File: config.mk
export PLATFORM = sky130hd
export DESIGN_NAME = led_frame_sequencer_flat
export DESIGN_NICKNAME = d
export VERILOG_FILES = /design/src/rtl/led_frame_sequencer_if.sv /design/src/rtl/led_frame_sequencer.sv /design/src/flat_wrapper.sv
export SDC_FILE = /design/constraint.sdc
export NUM_CORES = 2
export LEC_CHECK = 0
export CORE_UTILIZATION = 40
export CTS_CLUSTER_DIAMETER = 150
export DETAILED_ROUTE_END_ITERATION = 10
export HOLD_SLACK_MARGIN = 0.05
export SLEW_MARGIN = 20
export SYNTH_ARGS = -nofsm -noshare
export SYNTH_HDL_FRONTEND = slang
export SYNTH_SLANG_ARGS = --single-unit
export TNS_END_PERCENT = 30
File: constraint.sdc
create_clock -name in_clk -period 2.6 [get_ports in_clk]
set_input_delay 0.52 -clock in_clk [delete_from_list [all_inputs] [get_ports in_clk]]
set_output_delay 0.52 -clock in_clk [all_outputs]
set_load 0.02 [all_outputs]
File: src/rtl/led_frame_sequencer_if.sv
// Write/handshake bus between the frame sequencer (master) and the LED matrix SPI driver (slave).
interface led_frame_sequencer_if;
  logic [15:0] drv_data;
  logic [4:0]  drv_addr;
  logic        drv_we;
  logic        drv_start;
  logic        drv_ready;

  modport master (
    output drv_data,
    output drv_addr,
    output drv_we,
    output drv_start,
    input  drv_ready
  );

  modport slave (
    input  drv_data,
    input  drv_addr,
    input  drv_we,
    input  drv_start,
    output drv_ready
  );
endinterface

File: src/rtl/led_frame_sequencer.sv
// Autonomous frame player: copies preloaded 32-word frames into the matrix driver,
// starts each transfer, waits for completion and a programmable hold, then advances.
module led_frame_sequencer #(
  parameter int unsigned NFRAMES = 4,
  parameter int unsigned FW      = 2,
  parameter int unsigned HOLD_W  = 16
) (
  input  logic                 in_clk,
  input  logic                 in_rst,
  input  logic [15:0]          cpu_data,
  input  logic [FW+4:0]        cpu_addr,
  input  logic                 cpu_we,
  input  logic                 cpu_run,
  input  logic [FW-1:0]        cfg_last,
  input  logic                 cfg_loop,
  input  logic [HOLD_W-1:0]    cfg_hold,
  led_frame_sequencer_if.master drv,
  output logic                 out_busy,
  output logic [FW-1:0]        out_frame,
  output logic                 out_done
);

  typedef enum logic [2:0] {
    StIdle, StWaitRdy, StLoad, StStart, StBusy, StHold, StNext
  } state_e;

  state_e              r_state;
  state_e              w_state_next;
  logic [FW-1:0]       r_frame;
  logic [5:0]          r_word;
  logic [HOLD_W-1:0]   r_hold;
  logic [15:0]         r_mem [NFRAMES*32];
  logic [15:0]         r_rd_data;
  logic [4:0]          r_drv_addr;
  logic                r_drv_we;
  logic                w_rd_en;
  logic                w_stop;

  // Word counter reaches 32 one cycle after the last read, so the final write is visible
  // before START and drv_we never overlaps drv_start.
  assign w_rd_en = (r_state == StLoad) && !r_word[5];
  assign w_stop  = !cpu_run || ((r_frame == cfg_last) && !cfg_loop);

  always_ff @(posedge in_clk or posedge in_rst) begin
    if (in_rst) begin
      r_state <= StIdle;
    end else begin
      r_state <= w_state_next;
    end
  end

  always_comb begin
    w_state_next = r_state;
    unique case (r_state)
      StIdle:    if (cpu_run) w_state_next = StWaitRdy;
      StWaitRdy: if (drv.drv_ready) w_state_next = StLoad;
      StLoad:    if (r_word[5]) w_state_next = StStart;
      StStart:   if (!drv.drv_ready) w_state_next = StBusy;
      StBusy:    if (drv.drv_ready) w_state_next = (cfg_hold == '0) ? StNext : StHold;
      StHold:    if (r_hold <= HOLD_W'(1)) w_state_next = StNext;
      StNext:    w_state_next = w_stop ? StIdle : StWaitRdy;
      default:   w_state_next = StIdle;
    endcase
  end

  always_comb begin
    out_busy      = (r_state != StIdle);
    out_done      = (r_state == StNext) && w_stop;
    drv.drv_start = (r_state == StStart);
  end

  assign drv.drv_data = r_rd_data;
  assign drv.drv_addr = r_drv_addr;
  assign drv.drv_we   = r_drv_we;
  assign out_frame    = r_frame;

  // Store array carries no reset so it can map onto block RAM.
  always_ff @(posedge in_clk) begin
    if (cpu_we) begin
      r_mem[cpu_addr] <= cpu_data;
    end
  end

  always_ff @(posedge in_clk or posedge in_rst) begin
    if (in_rst) begin
      r_frame    <= '0;
      r_word     <= '0;
      r_hold     <= '0;
      r_rd_data  <= '0;
      r_drv_addr <= '0;
      r_drv_we   <= 1'b0;
    end else begin
      r_drv_we <= w_rd_en;
      if (w_rd_en) begin
        r_rd_data  <= r_mem[{r_frame, r_word[4:0]}];
        r_drv_addr <= r_word[4:0];
      end
      r_word <= (r_state == StLoad) ? r_word + 6'd1 : 6'd0;
      if (r_state == StBusy) begin
        r_hold <= cfg_hold;
      end else if (r_state == StHold) begin
        r_hold <= r_hold - HOLD_W'(1);
      end
      if ((r_state == StIdle) && cpu_run) begin
        r_frame <= '0;
      end else if ((r_state == StNext) && !w_stop) begin
        r_frame <= (r_frame == cfg_last) ? '0 : r_frame + FW'(1);
      end
    end
  end

endmodule

File: src/flat_wrapper.sv
// flat-port wrapper written by rule: the top's interface ports become plain ports
module led_frame_sequencer_flat 
#(
  parameter int unsigned NFRAMES = 4,
  parameter int unsigned FW      = 2,
  parameter int unsigned HOLD_W  = 16
)
  (in_clk, in_rst, cpu_data, cpu_addr, cpu_we, cpu_run, cfg_last, cfg_loop, cfg_hold, out_busy, out_frame, out_done, drv_drv_data, drv_drv_addr, drv_drv_we, drv_drv_start, drv_drv_ready);
  led_frame_sequencer_if drv_i ();
  input  logic in_clk;
  input  logic in_rst;
  input  logic [15:0] cpu_data;
  input  logic [FW+4:0] cpu_addr;
  input  logic cpu_we;
  input  logic cpu_run;
  input  logic [FW-1:0] cfg_last;
  input  logic cfg_loop;
  input  logic [HOLD_W-1:0] cfg_hold;
  output logic out_busy;
  output logic [FW-1:0] out_frame;
  output logic out_done;
  output wire logic [$bits(drv_i.drv_data)-1:0] drv_drv_data;
  output wire logic [$bits(drv_i.drv_addr)-1:0] drv_drv_addr;
  output wire logic [$bits(drv_i.drv_we)-1:0] drv_drv_we;
  output wire logic [$bits(drv_i.drv_start)-1:0] drv_drv_start;
  input wire logic [$bits(drv_i.drv_ready)-1:0] drv_drv_ready;
  assign drv_drv_data = drv_i.drv_data;
  assign drv_drv_addr = drv_i.drv_addr;
  assign drv_drv_we = drv_i.drv_we;
  assign drv_drv_start = drv_i.drv_start;
  assign drv_i.drv_ready = drv_drv_ready;
  led_frame_sequencer #(.NFRAMES(NFRAMES), .FW(FW), .HOLD_W(HOLD_W)) u_core (.in_clk(in_clk), .in_rst(in_rst), .cpu_data(cpu_data), .cpu_addr(cpu_addr), .cpu_we(cpu_we), .cpu_run(cpu_run), .cfg_last(cfg_last), .cfg_loop(cfg_loop), .cfg_hold(cfg_hold), .drv(drv_i), .out_busy(out_busy), .out_frame(out_frame), .out_done(out_done));
endmodule
==> impl_results.md <==
- Fin cells: 7143
- Placed Cells: 6703
- Post-synthesis sequential area ratio: 77.4%
- Synthesized area: 81000 um2
- Clock Sinks: 2097
- RSZ-0062 raised after global routing: true
- Number of fillers in the final layout: 15986
- Setup tns final: -2320 ps
- Reg area: 62700 um2
- Multi-input gate area: 17700 um2
- Failing checks: setup timing
- Pleak: 0.0305 uW
- Total congestion overflow: 0
- Nets: 4351
- Final hold vios: 0
- I/O Buffers: 73
- Routed len/inst: 29.0 um
- Critical path required time: 3340 ps
- Crit end category: flop
- DPL Wire Length: 129000 um
- GRT Total Usage: 20.3%
- Final wirelength: 207000 um
- Max_cap viols: 0
- Avg Cell Area, Syn: 22.1 um2
- Tot Pwr: 84600 uW
- CTS Root Cell: clkbuf_16
- Die Area: 204000 um2
- Main synth FF type: edfxtp_1
- Share of cells above drive strength 1: 34.3%
- Final Setup Violations: 17
- Via Count: 40232
- CP max FO: 8
- Clock Skews: 42.4 ps
- Finished Core Util: 49.2%
- Placer Congestion: 0.887
- Status: finished with violations
- Minimum period implied by the final worst setup slack: 2780 ps
- Die X: 452 um
- Layout area overhead: 21.7%
- Worst-Margin Slew: 875 ps
- Final Worst Setup Slack: -185 ps
- Routed vias/inst: 5.63
- CTS tree: yes
- First-pass GRT wire length: 297000 um
- Fmax: 359 MHz
- Critical path origin: u_core.r_word[0]
- DRC: 0
- YS warnings: 0
- Final Max Slew Viols: 0
- Async SR Flop Fraction: 2.34%
- Worst vdd ir: 0.728 mV
- Worst R2R Start: u_core.r_word[0]
- CP max-delay cell: mux4_2
- Synth unique cells: 48
- Post-Syn Nets: 3715
- Core area: 200000 um2
- Critical Path Source Type: flop
- Top-level port count: 74
- DR iter-0 viols: 4203
- Initial Util: 40.4%
- Fin crit share: 107%
- #FFs+latches synth: 2097
- Mapped Cells: 3665
- Power Density: 858 nW/um2
- Crit-path cells: buf_12 -> buf_12 -> bufbuf_16 -> mux4_2 -> mux4_2 -> a21oi_1 -> buf_4 -> o221ai_1 -> o21a_1
- CTS max path bufs: 3
- Worst EP arrival: 3530 ps
- Clock transition at path regs: 60 ps
- Htree depth: 4
- Core Rows: 164
- Vias in the first global route: 40562
- Antenna viol nets, final: 0
- Hold Slack: 110 ps
- Clk_lat worst skew: 850 ps
- Number of synthesized flops with an enable pin: 2048
- Worst Hold Class: in2async
- Relative slew slack: 41.7%
- Initial antenna violation count: 6
- Crit-path max cell delay: 560 ps
- Drt first pass iters: 7
- Pin count of the biggest net entering global routing: 129
- Kind of critical path: reg2reg
- Die Y: 452 um
- CTS buffer count: 211
## area by class of cell
cell class,count,area share (%)
clock inverter,134,1.44
antenna,4,0.0102
clock buffer,261,5.64
inverter,23,0.0876
sequential,2097,63.6
tap,2656,3.37
timing repair buffer,629,7.88
multi-input combinational,1339,17.9
## routing by layer
layer | vias up | GRT usage, % | share of wire (%)
li1 | 16828 | - | -
met1 | 21783 | 28.6 | 42
met2 | 1332 | 32.4 | 48
met3 | 287 | 3.28 | 6.2
met4 | 2 | 6.69 | 3.1
met5 | - | 0 | 0.0043
## Yosys cell counts, types with 2 or more instances
| cell | n | share of area, % |
|---|---|---|
| nor4_1 | 8 | 0.062 |
| nor3_1 | 19 | 0.12 |
| nand2b_1 | 7 | 0.054 |
| mux4_2 | 537 | 15 |
| xor2_1 | 3 | 0.032 |
| o21ai_0 | 43 | 0.27 |
| nor2_1 | 164 | 0.76 |
| xnor2_1 | 3 | 0.032 |
| nand3b_1 | 3 | 0.028 |
| nand4_1 | 5 | 0.039 |
| edfxtp_1 | 2048 | 76 |
| mux2i_1 | 148 | 1.8 |
| o211ai_1 | 6 | 0.056 |
| mux2_2 | 6 | 0.083 |
| a21o_1 | 2 | 0.019 |
| inv_1 | 23 | 0.11 |
| clkbuf_1 | 94 | 0.44 |
| dfrtp_1 | 49 | 1.5 |
| buf_1 | 14 | 0.065 |
| and2_1 | 2 | 0.015 |
| ha_1 | 3 | 0.046 |
| or3_1 | 3 | 0.023 |
| a22oi_1 | 55 | 0.51 |
| o21a_1 | 14 | 0.13 |
| buf_4 | 26 | 0.24 |
| a31oi_1 | 2 | 0.015 |
| o221ai_1 | 19 | 0.21 |
| buf_6 | 12 | 0.17 |
| nor2b_1 | 15 | 0.12 |
| nand3_1 | 28 | 0.17 |
| buf_2 | 60 | 0.37 |
| a21oi_1 | 95 | 0.59 |
| o22ai_1 | 46 | 0.36 |
| nand2_1 | 56 | 0.26 |
| a211oi_1 | 34 | 0.32 |
## logic make-up (layout without fill, tap and decap cells)
| kind of cell | Yosys count | in the layout | synth area share (%) |
|---|---|---|---|
| flip-flops | 2097 | 2097 | 77.4 |
| multiplexers | 692 | 692 | 16.9 |
| AO/OA/AOI/OAI | 323 | 323 | 2.53 |
| AND/OR/NAND/NOR | 315 | 315 | 1.70 |
| buffers and inverters | 229 | 1047 | 1.39 |
| XOR/XNOR | 6 | 6 | 0.0649 |
| adder cells (fa/ha/maj) | 3 | 3 | 0.0463 |
| other | 0 | 4 | 0 |
## registers in the layout, indices dropped and copies added (netlist names)
| signal | flops |
|---|---|
| u_core.r_mem | 2048 |
| u_core.drv.drv_data | 16 |
| u_core.r_hold | 16 |
| u_core.r_word | 6 |
| u_core.drv.drv_addr | 5 |
| u_core.r_state | 3 |
| u_core.out_frame | 2 |
| u_core.drv.drv_we | 1 |
## power breakdown
| group | leakage, uW | total (uW) | internal [uW] | switching (uW) |
|---|---|---|---|---|
| combinational | 0.00814 | 16200 | 8370 | 7780 |
| sequential | 0.0190 | 38000 | 37500 | 498 |
| clock | 0.00338 | 30500 | 17600 | 12900 |
## worst max-delay path, delay by kind of cell (launching register included)
kind / cells / cell delay [ps]
buf+inv: 4 / 730
mux: 2 / 1060
compound gates: 3 / 410
flops: 1 / 430
## cell usage in the layout, fill, tap and decap left out, types with 16 or more instances in the layout
cell type	n
a211oi_1	24
a21oi_1	70
a21oi_2	24
a22oi_1	39
a22oi_2	16
buf_12	197
buf_4	339
bufinv_16	24
clkbuf_1	43
clkbuf_16	215
clkdlybuf4s50_1	50
clkinv_1	50
clkinv_2	33
dfrtp_1	38
edfxtp_1	2048
inv_1	22
mux2i_1	128
mux2i_2	19
mux4_2	537
nand2_1	56
nand3_1	28
nor2_1	153
o21ai_0	40
o22ai_1	42
## worst paths after layout
check | end | slack, ps | cells after the start
worst max-delay path | u_core.drv.drv_data[4] | -180 | 9
worst min-delay path | u_core.r_hold[10] | 110 | 2
worst max register to register | u_core.drv.drv_data[4] | -180 | 9
worst min register to register | u_core.drv.drv_addr[1] | 510 | 1
max in group asynchronous | u_core.r_hold[3] | 1860 | 3
min in group in_clk | u_core.r_mem[90][10] | 110 | 1
## per-stage QoR
step                      cell area, um2  setup slack [ps]
after floorplan                    81000             -34.3
after global placement             90500              -833
after detailed placement           90500              -811
after CTS                          98200              -187
after global routing               98600              -216
final                              98600              -185
## what timing repair did
action | in CTS | in global routing
hold buffers | 2 | 0
gates resized for setup | 108 | 44
endpoints found under the setup margin | 27 | 17
hold endpoints to repair | 7 | 0
pin swaps | 18 | 6
setup buffers | 14 | 19
cloned | 6 | 2
No activity file was read; power rests on OpenSTA's default activity.
